**config.mk**
```make
export PLATFORM = sky130hd
export DESIGN_NAME = key_display_ctrl
export DESIGN_NICKNAME = d
export VERILOG_FILES = /design/src/rtl/key_display_ctrl.sv
export SDC_FILE = /design/constraint.sdc
export NUM_CORES = 1
export LEC_CHECK = 0
export BUFFER_PORTS_ARGS = -buffer_cell sky130_fd_sc_hd__buf_2
export CORE_MARGIN = 5
export CORE_UTILIZATION = 50
export CTS_BUF_LIST = sky130_fd_sc_hd__clkbuf_16
export CTS_CLUSTER_SIZE = 12
export DETAILED_ROUTE_END_ITERATION = 8
export PLACE_DENSITY = 0.71
export SYNTH_ARGS = -nofsm -noshare
export SYNTH_HDL_FRONTEND = slang
export SYNTH_SLANG_ARGS = --single-unit
```
**constraint.sdc**
```tcl
create_clock -name clk -period 4.63 [get_ports clk]
set_input_delay 0.926 -clock clk [delete_from_list [all_inputs] [get_ports clk]]
set_output_delay 0.926 -clock clk [all_outputs]
set_load 0.01 [all_outputs]
```
**src/rtl/key_display_ctrl.sv**
```systemverilog
// key_display_ctrl: keypad event capture, hex decode, two-digit history and a
// time-multiplexed dual seven-segment display (common anode, active-low).
// Optional build macro: MULTI_KEY_REJECT_EN. When it is defined, events whose rows or
// cols are not exactly one-hot are discarded. When it is undefined, such events are
// priority-encoded with the lowest index winning.
//
// Handshake: new_num is a valid-only pulse with no ready. It is accepted only in IDLE.
// A pulse that arrives while the controller is in CAPTURE or COMMIT is dropped and is
// not queued. key_valid is a single-cycle pulse in the COMMIT cycle, and digits takes
// the new value on the edge that closes that cycle.
module key_display_ctrl #(
    parameter int MUX_DIV = 1000
) (
    input  logic       clk,
    input  logic       reset,
    input  logic       new_num,
    input  logic [3:0] rows,
    input  logic [3:0] cols,
    output logic [7:0] digits,
    output logic       key_valid,
    output logic [6:0] seg,
    output logic [1:0] an,
    output logic [1:0] o_dbg_state
);

    localparam int CW = (MUX_DIV > 1) ? $clog2(MUX_DIV) : 1;

    typedef enum logic [1:0] {IDLE = 2'd0, CAPTURE = 2'd1, COMMIT = 2'd2} state_t;

    state_t        r_state;
    state_t        w_next_state;
    logic   [3:0]  r_rows;
    logic   [3:0]  r_cols;
    logic   [7:0]  r_digits;
    logic   [CW-1:0] r_cnt;
    logic          r_sel;
    logic   [1:0]  w_row_idx;
    logic   [1:0]  w_col_idx;
    logic   [3:0]  w_key;
    logic          w_snap_ok;
    logic          w_load;
    logic          w_commit;
    logic   [3:0]  w_disp_val;

    // Priority-encode the snapshot so that the lowest set bit wins.
    always_comb begin
        w_row_idx = 2'd0;
        w_col_idx = 2'd0;
        for (int i = 3; i >= 0; i--) begin
            if (r_rows[i]) w_row_idx = 2'(i);
            if (r_cols[i]) w_col_idx = 2'(i);
        end
    end

    // Decide whether the snapshot may be committed.
`ifdef MULTI_KEY_REJECT_EN
    assign w_snap_ok = (r_rows != 4'd0) && ((r_rows & (r_rows - 4'd1)) == 4'd0) &&
                       (r_cols != 4'd0) && ((r_cols & (r_cols - 4'd1)) == 4'd0);
`else
    assign w_snap_ok = (r_rows != 4'd0) && (r_cols != 4'd0);
`endif

    // Map (row, col) to the hex value printed on the keypad.
    always_comb begin
        w_key = 4'h0;
        case ({w_row_idx, w_col_idx})
            4'b00_00: w_key = 4'h1;
            4'b00_01: w_key = 4'h2;
            4'b00_10: w_key = 4'h3;
            4'b00_11: w_key = 4'hA;
            4'b01_00: w_key = 4'h4;
            4'b01_01: w_key = 4'h5;
            4'b01_10: w_key = 4'h6;
            4'b01_11: w_key = 4'hB;
            4'b10_00: w_key = 4'h7;
            4'b10_01: w_key = 4'h8;
            4'b10_10: w_key = 4'h9;
            4'b10_11: w_key = 4'hC;
            4'b11_00: w_key = 4'hE;
            4'b11_01: w_key = 4'h0;
            4'b11_10: w_key = 4'hF;
            default:  w_key = 4'hD;
        endcase
    end

    // Register the FSM state.
    always_ff @(posedge clk or negedge reset) begin
        if (!reset) r_state <= IDLE;
        else        r_state <= w_next_state;
    end

    // Compute the next state and the per-state strobes.
    always_comb begin
        w_next_state = r_state;
        w_load       = 1'b0;
        w_commit     = 1'b0;
        case (r_state)
            IDLE: begin
                if (new_num) begin
                    w_load       = 1'b1;
                    w_next_state = CAPTURE;
                end
            end
            CAPTURE: w_next_state = w_snap_ok ? COMMIT : IDLE;
            COMMIT: begin
                w_commit     = 1'b1;
                w_next_state = IDLE;
            end
            default: w_next_state = IDLE;
        endcase
    end

    // Hold the event snapshot and shift committed keys into the history.
    always_ff @(posedge clk or negedge reset) begin
        if (!reset) begin
            r_rows   <= 4'd0;
            r_cols   <= 4'd0;
            r_digits <= 8'h00;
        end else begin
            if (w_load) begin
                r_rows <= rows;
                r_cols <= cols;
            end
            if (w_commit) r_digits <= {r_digits[3:0], w_key};
        end
    end

    // Run the free-running digit-select counter, which is independent of the FSM.
    always_ff @(posedge clk or negedge reset) begin
        if (!reset) begin
            r_cnt <= '0;
            r_sel <= 1'b0;
        end else if (r_cnt == CW'(MUX_DIV - 1)) begin
            r_cnt <= '0;
            r_sel <= ~r_sel;
        end else begin
            r_cnt <= r_cnt + 1'b1;
        end
    end

    // Select the active digit and drive the shared hex-to-segment decoder.
    always_comb begin
        an         = r_sel ? 2'b01 : 2'b10;
        w_disp_val = r_sel ? r_digits[7:4] : r_digits[3:0];
        seg        = 7'h40;
        case (w_disp_val)
            4'h0: seg = 7'h40;
            4'h1: seg = 7'h79;
            4'h2: seg = 7'h24;
            4'h3: seg = 7'h30;
            4'h4: seg = 7'h19;
            4'h5: seg = 7'h12;
            4'h6: seg = 7'h02;
            4'h7: seg = 7'h78;
            4'h8: seg = 7'h00;
            4'h9: seg = 7'h10;
            4'hA: seg = 7'h08;
            4'hB: seg = 7'h03;
            4'hC: seg = 7'h46;
            4'hD: seg = 7'h21;
            4'hE: seg = 7'h06;
            default: seg = 7'h0E;
        endcase
    end

    assign digits      = r_digits;
    assign key_valid   = w_commit;
    assign o_dbg_state = r_state;

endmodule

```
* Word-level counts from Yosys, hierarchy flattened
Memories as Yosys holds them, arrays and structs flattened. A register that Yosys moved wholly into a read port is not among the register bits. Index checks and enable logic that the tools add are counted.
Word-level totals: ROM bits 176, bits in registers 29, memories 2, word-level logic and storage cells 36, input bits 11
Memories:
- (name not given) | words 16, width 7, read ports 1, clocked after Yosys merged registers in 0, wr ports 0, line 146 | case (w_disp_val)
- (name not given) | words 16, width 4, read ports 1, clocked after Yosys merged registers in 1, wr ports 0, line 66 | case ({w_row_idx, w_col_idx})
Cells by class: $add $sub $neg 1, mux-type cells 17, bitwise logic cells 1, reduce and logical (&&, ||, !) cells 5, equal/unequal tests 4
Operators by type and width (count):
- $mux W2 | 11
- $add A10 B1 Y10 const B | 1
- $eq A10 B10 Y1 const B | 1
- $mux W10 | 1
- $reduce_bool A4 Y1 | 2
- $mux W4 | 1
- $pmux W2 S2 | 1
- $mux W1 | 3
- $eq A2 B1 Y1 const B | 1
- $eq A2 B2 Y1 const B | 1
- $logic_not A2 Y1 | 1
- $ne A2 B2 Y1 const B | 1
- $logic_and A1 B1 Y1 | 1
- $logic_not A1 Y1 | 1
- $not A1 Y1 | 1

* Logic depth before layout (Yosys ltp)
Gate-level depths: netlist (run 1).
word-level depth 4, mapped depth 8, gate-level depth less buffers 8

* Least setup slack after synthesis (run 1)
No wires, ideal clock.
kind reg-to-output, start register r_sel, end output port seg[3], slack 1.986 ns, data required time 3.704 ns, buffers on the path 1, arrival 1.718 ns, cell stages (with the launch flop) 6, cells stage by stage dfrtp_1 -> buf_4 -> mux2i_1 -> inv_1 -> ha_1 -> mux4_2
On the way: word-level cells in the longest chain between the ends 2
Ends and longest elaborated chain:
- start: declaration | line 36 | logic r_sel;
- start signal: assignment | line 135 | r_sel <= ~r_sel;
- $mux W4 | line 144 | w_disp_val = r_sel ? r_digits[7:4] : r_digits[3:0];
- $mem_v2 Z16 W7
- end: declaration | line 21 | output logic [6:0] seg,
Every way passes these cells.

* Worst setup path in the final report (run 1)
Same ends and word-level chain as after synthesis.

==> results of run 1 <==
==> worst max-delay path: stages (launching register included) <==
cell                      delay [ns]
sky130_fd_sc_hd__dfrtp_1        0.52
sky130_fd_sc_hd__mux2i_1        0.49
sky130_fd_sc_hd__inv_1          0.17
sky130_fd_sc_hd__ha_1           0.26
sky130_fd_sc_hd__mux4_2         0.46
sky130_fd_sc_hd__buf_2          0.15
==> cell type report <==
class,instances,share of cell area
sequential,29,0.356
clock buffer,5,0.0614
multi-input combinational,117,0.450
inverter,11,0.0203
clock inverter,3,0.00676
tap,46,0.0283
timing repair buffer,31,0.0774
==> final timing paths <==
path | from | endpoint | depth (start not counted)
min in group asynchronous | reset | r_rows[3] | 1
max in group asynchronous | reset | r_cnt[9] | 1
setup / recovery | r_sel | seg[3] | 5
hold reg to reg | r_cnt[0] | r_cnt[0] | 1
setup reg to reg | r_cols[3] | digits[3] | 7
hold / removal | r_cnt[0] | r_cnt[0] | 1
==> cells in the mapped netlist (all sizes together), types with 2 or more instances <==
cell	number
dfrtp	29
nor2	13
ha	11
inv	11
mux2	10
a21oi	8
nand2	8
buf	6
mux2i	6
o21ai	6
nor2b	5
xnor2	5
and2	4
a2111oi	3
nand2b	3
nand3	3
nor3	3
or2	3
xor2	3
nand4	2
o22ai	2
==> kinds of logic (layout without fill, tap and decap cells) <==
family / Yosys count / in the layout / synth area share
simple gates: 52 / 52 / 0.172
compound gates: 29 / 29 / 0.118
flops: 29 / 29 / 0.420
mux: 17 / 17 / 0.120
buf+inv: 17 / 50 / 0.0493
fa+ha+maj: 11 / 11 / 0.0797
xor+xnor: 8 / 8 / 0.0406
==> sequential cells by signal (all words and copies together), names as in the netlist <==
signal	flops
r_cols	4
digits	8
r_cnt	10
o_dbg_state	2
r_rows	4
r_sel	1
==> layer usage <==
metal  up-vias  track usage  part of all wire
met3         8       0.0535             0.077
li1        632            -                 -
met5         -            0                 0
met1       648        0.197              0.44
met2        38        0.265              0.46
met4         0       0.0827             0.025
==> layout by cell type, fill, tap and decap left out, drive strengths merged, types with 2 or more instances in the layout <==
cell type and n:
buf 31, dfrtp 29, nor2 13, inv 12, ha 11, mux2 10, nand2 8, a21oi 8
o21ai 6, mux2i 6, nor2b 5, xnor2 5, clkbuf 5, and2 4, nand3 3, nor3 3
xor2 3, a2111oi 3, nand2b 3, or2 3, o22ai 2, nand4 2, clkinv 2
==> report_power, final <==
part           switching (mW)  internal (mW)
Clock                   0.104          0.194
Sequential             0.0867          0.328
Combinational           0.323          0.295
Total                   0.514          0.816
==> results.py, run 1 <==
metrics = {
    "place": {
        "placedInstanceArea_um2": 1900,
        "buffer_ports.inserted": 30,
        "gp_congestion": 0.887,
        "pre_cts_slack_ns": 1.66,
        "dpl.hpwl_mm": 2.46,
        "dpl.cell_count": 234,
    },
    "clock_network": {
        "tritoncts": "done",
        "post_cts.repair.setup_buffers": 0,
        "worst_skew_pair.late_latency_ns": 0.27,
        "cts-buffers-inserted": 5,
        "cts_hold_repair.buffers": 0,
        "cts_max_path_buffers": 2,
        "cts_htree_levels": 2,
        "cts_root_buf": "sky130_fd_sc_hd__clkbuf_16",
        "numClockSinks": 29,
        "clock_pin_transition_on_the_worst_setup_and_hold_timing_paths_ns": 0.05,
        "ctsResizeCount": 0,
    },
    "synthesis": {
        "synthesis.instances": 163,
        "ys.warnings.count": 0,
        "synth.lib_cells_used.distinct": 46,
        "synthDominantAreaCellType": "sky130_fd_sc_hd__dfrtp_1",
        "synth-main-ff-cell": "sky130_fd_sc_hd__dfrtp_1",
        "syn-num-nets": 185,
        "synthArstFlopShare": 1.00,
        "synth.area.top_cells": "sky130_fd_sc_hd__dfrtp_1 42%, sky130_fd_sc_hd__ha_1 8.0%, sky130_fd_sc_hd__mux2_2 6.5%",
        "synth.yosys.seq_area_share": 0.420,
        "synth-edff-count": 0,
        "register_bit_count_reported_by_yosys": 29,
        "synth.cell_area_um2": 1730,
        "netlist.area_leader.share": 0.420,
        "post_synth.cell_area_avg_um2": 10.6,
    },
    "outcome": {
        "run_status": "finished clean",
    },
    "power_and_ir_drop": {
        "cellPowerDensity_nw_per_um2": 653,
        "irDropWorstVdd_mv": 0.346,
        "finalPower_mw": 1.33,
        "power.leakage_nw": 0.984,
    },
    "sta": {
        "max-slew-margin-rel": 0.386,
        "period_needed_ns": 3.25,
        "setup_viol": 0,
        "rsz0062_at_grt": "no",
        "setup_slack_ns": 1.38,
        "worst_clock_skew_ns": 0.00131,
        "fmax_mhz": 308,
        "finalHoldWorstSlack_ns": 0.464,
        "final_number_of_hold_violating_endpoints": 0,
        "timing_worst_slew_pin_value_ns": 0.895,
        "slew_viol_final": 0,
        "layout_worst_path_cycle_share": 0.702,
        "fin_tns_setup_ns": 0,
    },
    "worst_hold_path": {
        "min_path_type": "reg -> reg",
    },
    "cells_and_area": {
        "finish.instance_area_um2": 2040,
        "antenna_cells_inserted": 0,
        "register_area_um2": 726,
        "num-fill-cells": 285,
        "multiInputGateArea_um2": 916,
        "drive_above_1_share": 0.301,
        "nNetsFinal": 217,
        "area_growth_syn_to_layout_pct": 18.0,
        "finalCoreUtilization": 0.610,
        "finish.cell_count_without_fillers": 242,
    },
    "drt": {
        "totalWireLength_mm": 3.25,
        "avgViaCountPerCell": 5.48,
        "drt_pass1_iterations": 4,
        "drt_iter0_markers": 80,
        "detail_route.drc_violations": 0,
        "antenna_violating_nets_left": 0,
        "route.detailed.wl_per_inst_um": 13.4,
        "via_count": 1326,
    },
    "die": {
        "die_area_um2": 4730,
        "core-area_um2": 3340,
        "design.portCount": 31,
        "floorplan.rows": 21,
        "die-width_um": 68.8,
        "floorplan.die.height_um": 68.8,
        "effective_utilization_at_floorplan": 0.517,
    },
    "grt": {
        "initial_antenna_violation_count": 0,
        "first_global_vias": 1301,
        "grt_pass1_wl_mm": 5.72,
        "grt_overflow_total": 0,
        "global_route.usage.total": 0.165,
        "pin_count_of_the_biggest_net_entering_global_routing": 30,
    },
    "job": {
        "cap_violations": 0,
    },
    "critical_path": {
        "cp_max_fo": 6,
        "path_class": "reg -> out",
        "timing.critical_path.from_type": "flop",
        "cp_data_required_time_ns": 3.70,
        "setup.worst_path.end_class": "output port",
        "worst-r2r-setup-slack_ns": 2.74,
        "crit_arrival_ns": 2.32,
    },
}
No activity file was read; power rests on OpenSTA's default activity.
==> inputs of run 2 (changes only) <==
--- a/config.mk
+++ b/config.mk
@@ -11,7 +11,7 @@
 export CTS_BUF_LIST = sky130_fd_sc_hd__clkbuf_16
 export CTS_CLUSTER_SIZE = 12
 export DETAILED_ROUTE_END_ITERATION = 8
-export PLACE_DENSITY = 0.71
+export PLACE_DENSITY = 0.74
 export SYNTH_ARGS = -nofsm -noshare
 export SYNTH_HDL_FRONTEND = slang
 export SYNTH_SLANG_ARGS = --single-unit
==> constraint.sdc (replaced) <==
create_clock -name clk -period 2.8 [get_ports clk]
set_input_delay 0.56 -clock clk [delete_from_list [all_inputs] [get_ports clk]]
set_output_delay 0.56 -clock clk [all_outputs]
set_load 0.01 [all_outputs]
==> run 2 against run 1 <==
  * Sequential power is 67% higher
  * Global-route usage is 1.2 points higher
  * Wire length is 6.5% higher
  * Clock skew is 0.0050 ns higher
  * Clock power is 57% higher
  * Die area stayed put
  * Final cell count is 0.83% higher
  * Flip-flop and latch count stayed put
  * Via count is 1.4% lower
  * Count of clock-buffer cells in the layout stayed put
==> results.py, run 2 (same netlist as run 1, synthesis figures left out) <==
metrics = {
    "clock_network": {
        "numClockSinks": 29,
        "cts_max_path_buffers": 2,
        "post_cts.repair.setup_buffers": 0,
        "cts_htree_levels": 2,
        "tritoncts": "done",
        "worst_skew_pair.late_latency_ns": 0.27,
        "ctsResizeCount": 0,
        "clock_pin_transition_on_the_worst_setup_and_hold_timing_paths_ns": 0.04,
        "cts-buffers-inserted": 5,
        "cts_hold_repair.buffers": 0,
        "cts_root_buf": "sky130_fd_sc_hd__clkbuf_16",
    },
    "die": {
        "effective_utilization_at_floorplan": 0.517,
        "die-width_um": 68.8,
        "die_area_um2": 4730,
        "design.portCount": 31,
        "floorplan.die.height_um": 68.8,
        "core-area_um2": 3340,
        "floorplan.rows": 21,
    },
    "sta": {
        "finalHoldWorstSlack_ns": 0.302,
        "worst_clock_skew_ns": 0.00633,
        "layout_worst_path_cycle_share": 0.944,
        "max-slew-margin-rel": 0.593,
        "final_number_of_hold_violating_endpoints": 0,
        "timing_worst_slew_pin_value_ns": 0.611,
        "fin_tns_setup_ns": 0,
        "setup_viol": 0,
        "period_needed_ns": 2.64,
        "fmax_mhz": 378,
        "setup_slack_ns": 0.156,
        "slew_viol_final": 0,
        "rsz0062_at_grt": "no",
    },
    "outcome": {
        "run_status": "finished clean",
    },
    "critical_path": {
        "timing.reg2reg.worst_path_depth": 5,
        "worst_setup_path_startpoint": "r_sel",
        "setup.worst_path.end_class": "output port",
        "path_class": "reg -> out",
        "cp_data_required_time_ns": 2.24,
        "cp_max_fo": 5,
        "crit_arrival_ns": 2.08,
        "cp-endpoint": "seg[3]",
        "crit-reg2reg-launch": "r_cols[1]",
        "critical_path.reg2reg.endpoint": "digits[3]",
        "timing.critical_path.from_type": "flop",
        "worst-r2r-setup-slack_ns": 0.90,
    },
    "cells_and_area": {
        "nNetsFinal": 220,
        "register_with_the_most_flip_flops": "r_cnt",
        "most_common_library_cell_in_the_layout_ignoring_fill_and_taps": "sky130_fd_sc_hd__buf_2",
        "layout_common_cells": "30 x sky130_fd_sc_hd__buf_2, 29 x sky130_fd_sc_hd__dfrtp_1, 13 x sky130_fd_sc_hd__nor2_1",
        "largest_register_ffs": 10,
        "antenna_cells_inserted": 0,
        "area_growth_syn_to_layout_pct": 19.1,
        "drive_above_1_share": 0.308,
    },
    "drt": {
        "detail_route.drc_violations": 0,
        "totalWireLength_mm": 3.46,
        "drt_iter0_markers": 50,
        "drt_pass1_iterations": 4,
        "avgViaCountPerCell": 5.36,
        "route.detailed.wl_per_inst_um": 14.2,
        "antenna_violating_nets_left": 0,
        "via_count": 1308,
    },
    "power_and_ir_drop": {
        "power.share.switching": 0.386,
        "intPower_mw": 1.36,
        "portion_of_total_power_attributed_to_combinational_logic": 0.478,
        "irDropWorstVdd_mv": 0.533,
        "total_switching_power_uw": 858,
        "finalPower_mw": 2.22,
        "seq_power_share": 0.312,
        "power.leakage_nw": 0.994,
        "clock_power_share": 0.210,
        "cellPowerDensity_nw_per_um2": 1080,
    },
    "grt": {
        "grt_overflow_total": 0,
        "initial_antenna_violation_count": 0,
        "pin_count_of_the_biggest_net_entering_global_routing": 30,
        "first_global_vias": 1321,
        "global_route.usage.total": 0.177,
        "grt_pass1_wl_mm": 6.09,
    },
    "job": {
        "cap_violations": 0,
    },
    "place": {
        "buffer_ports.inserted": 30,
        "dpl.hpwl_mm": 2.69,
        "pre_cts_slack_ns": 0.361,
        "gp_congestion": 0.843,
    },
    "worst_hold_path": {
        "min_path_type": "in -> async",
    },
}
==> run 2: area by class of cell <==
cell class | instances | area (µm²)
Clock buffer | 5 | 125
Tap cell | 46 | 57.6
Fill cell | 290 | 1280
Clock inverter | 2 | 7.51
Sequential cell | 29 | 726
Inverter | 11 | 41.3
Multi-Input combinational cell | 117 | 920
Timing Repair Buffer | 34 | 180
==> run 2: how the worst min path moves through the flow <==
stage          cells past startpoint  slack, ns        end
5_1_grt                            1       0.37  r_rows[2]
2_1_floorplan                      0       0.26  digits[0]
3_5_place_dp                       1       0.46   r_cnt[0]
4_1_cts                            1       0.33  r_rows[2]
6_report                           1       0.30  r_rows[2]
3_3_place_gp                       1       0.44   r_cnt[0]
==> run 2: metal layers <==
metal  track usage  share of wire  vias up
met5             0              0        -
met4        0.0852          0.029        0
met3        0.0567          0.053       13
met2         0.292           0.48       36
met1         0.207           0.43      610
li1              -              -      649
==> run 2: metrics by stage <==
step,util,area [µm²],std cells
after global routing,0.616,2060,244
after floorplan,-,1730,163
after detailed placement,0.576,1920,237
after global placement,0.576,1920,237
final,0.616,2060,244
after CTS,0.615,2050,244
==> run 2: power groups by stage <==
| stage | Combinational (mW) | Clock (mW) | Sequential, mW |
|---|---|---|---|
| 3_3_place_gp | 1.00 | 0 | 0.681 |
| 6_report | 1.06 | 0.468 | 0.693 |
| 2_1_floorplan | 0.730 | 0 | 0.687 |
| 5_1_grt | 1.18 | 0.509 | 0.717 |
| 4_1_cts | 1.06 | 0.479 | 0.691 |
| 3_5_place_dp | 1.06 | 0 | 0.696 |
==> run 2: critical path, stage by stage, from the launching register on <==
cell and delay (ns):
sky130_fd_sc_hd__dfrtp_1 0.37, sky130_fd_sc_hd__buf_4 0.18, sky130_fd_sc_hd__mux2i_1 0.25, sky130_fd_sc_hd__inv_1 0.14
sky130_fd_sc_hd__ha_1 0.27, sky130_fd_sc_hd__mux4_2 0.46, sky130_fd_sc_hd__buf_2 0.15
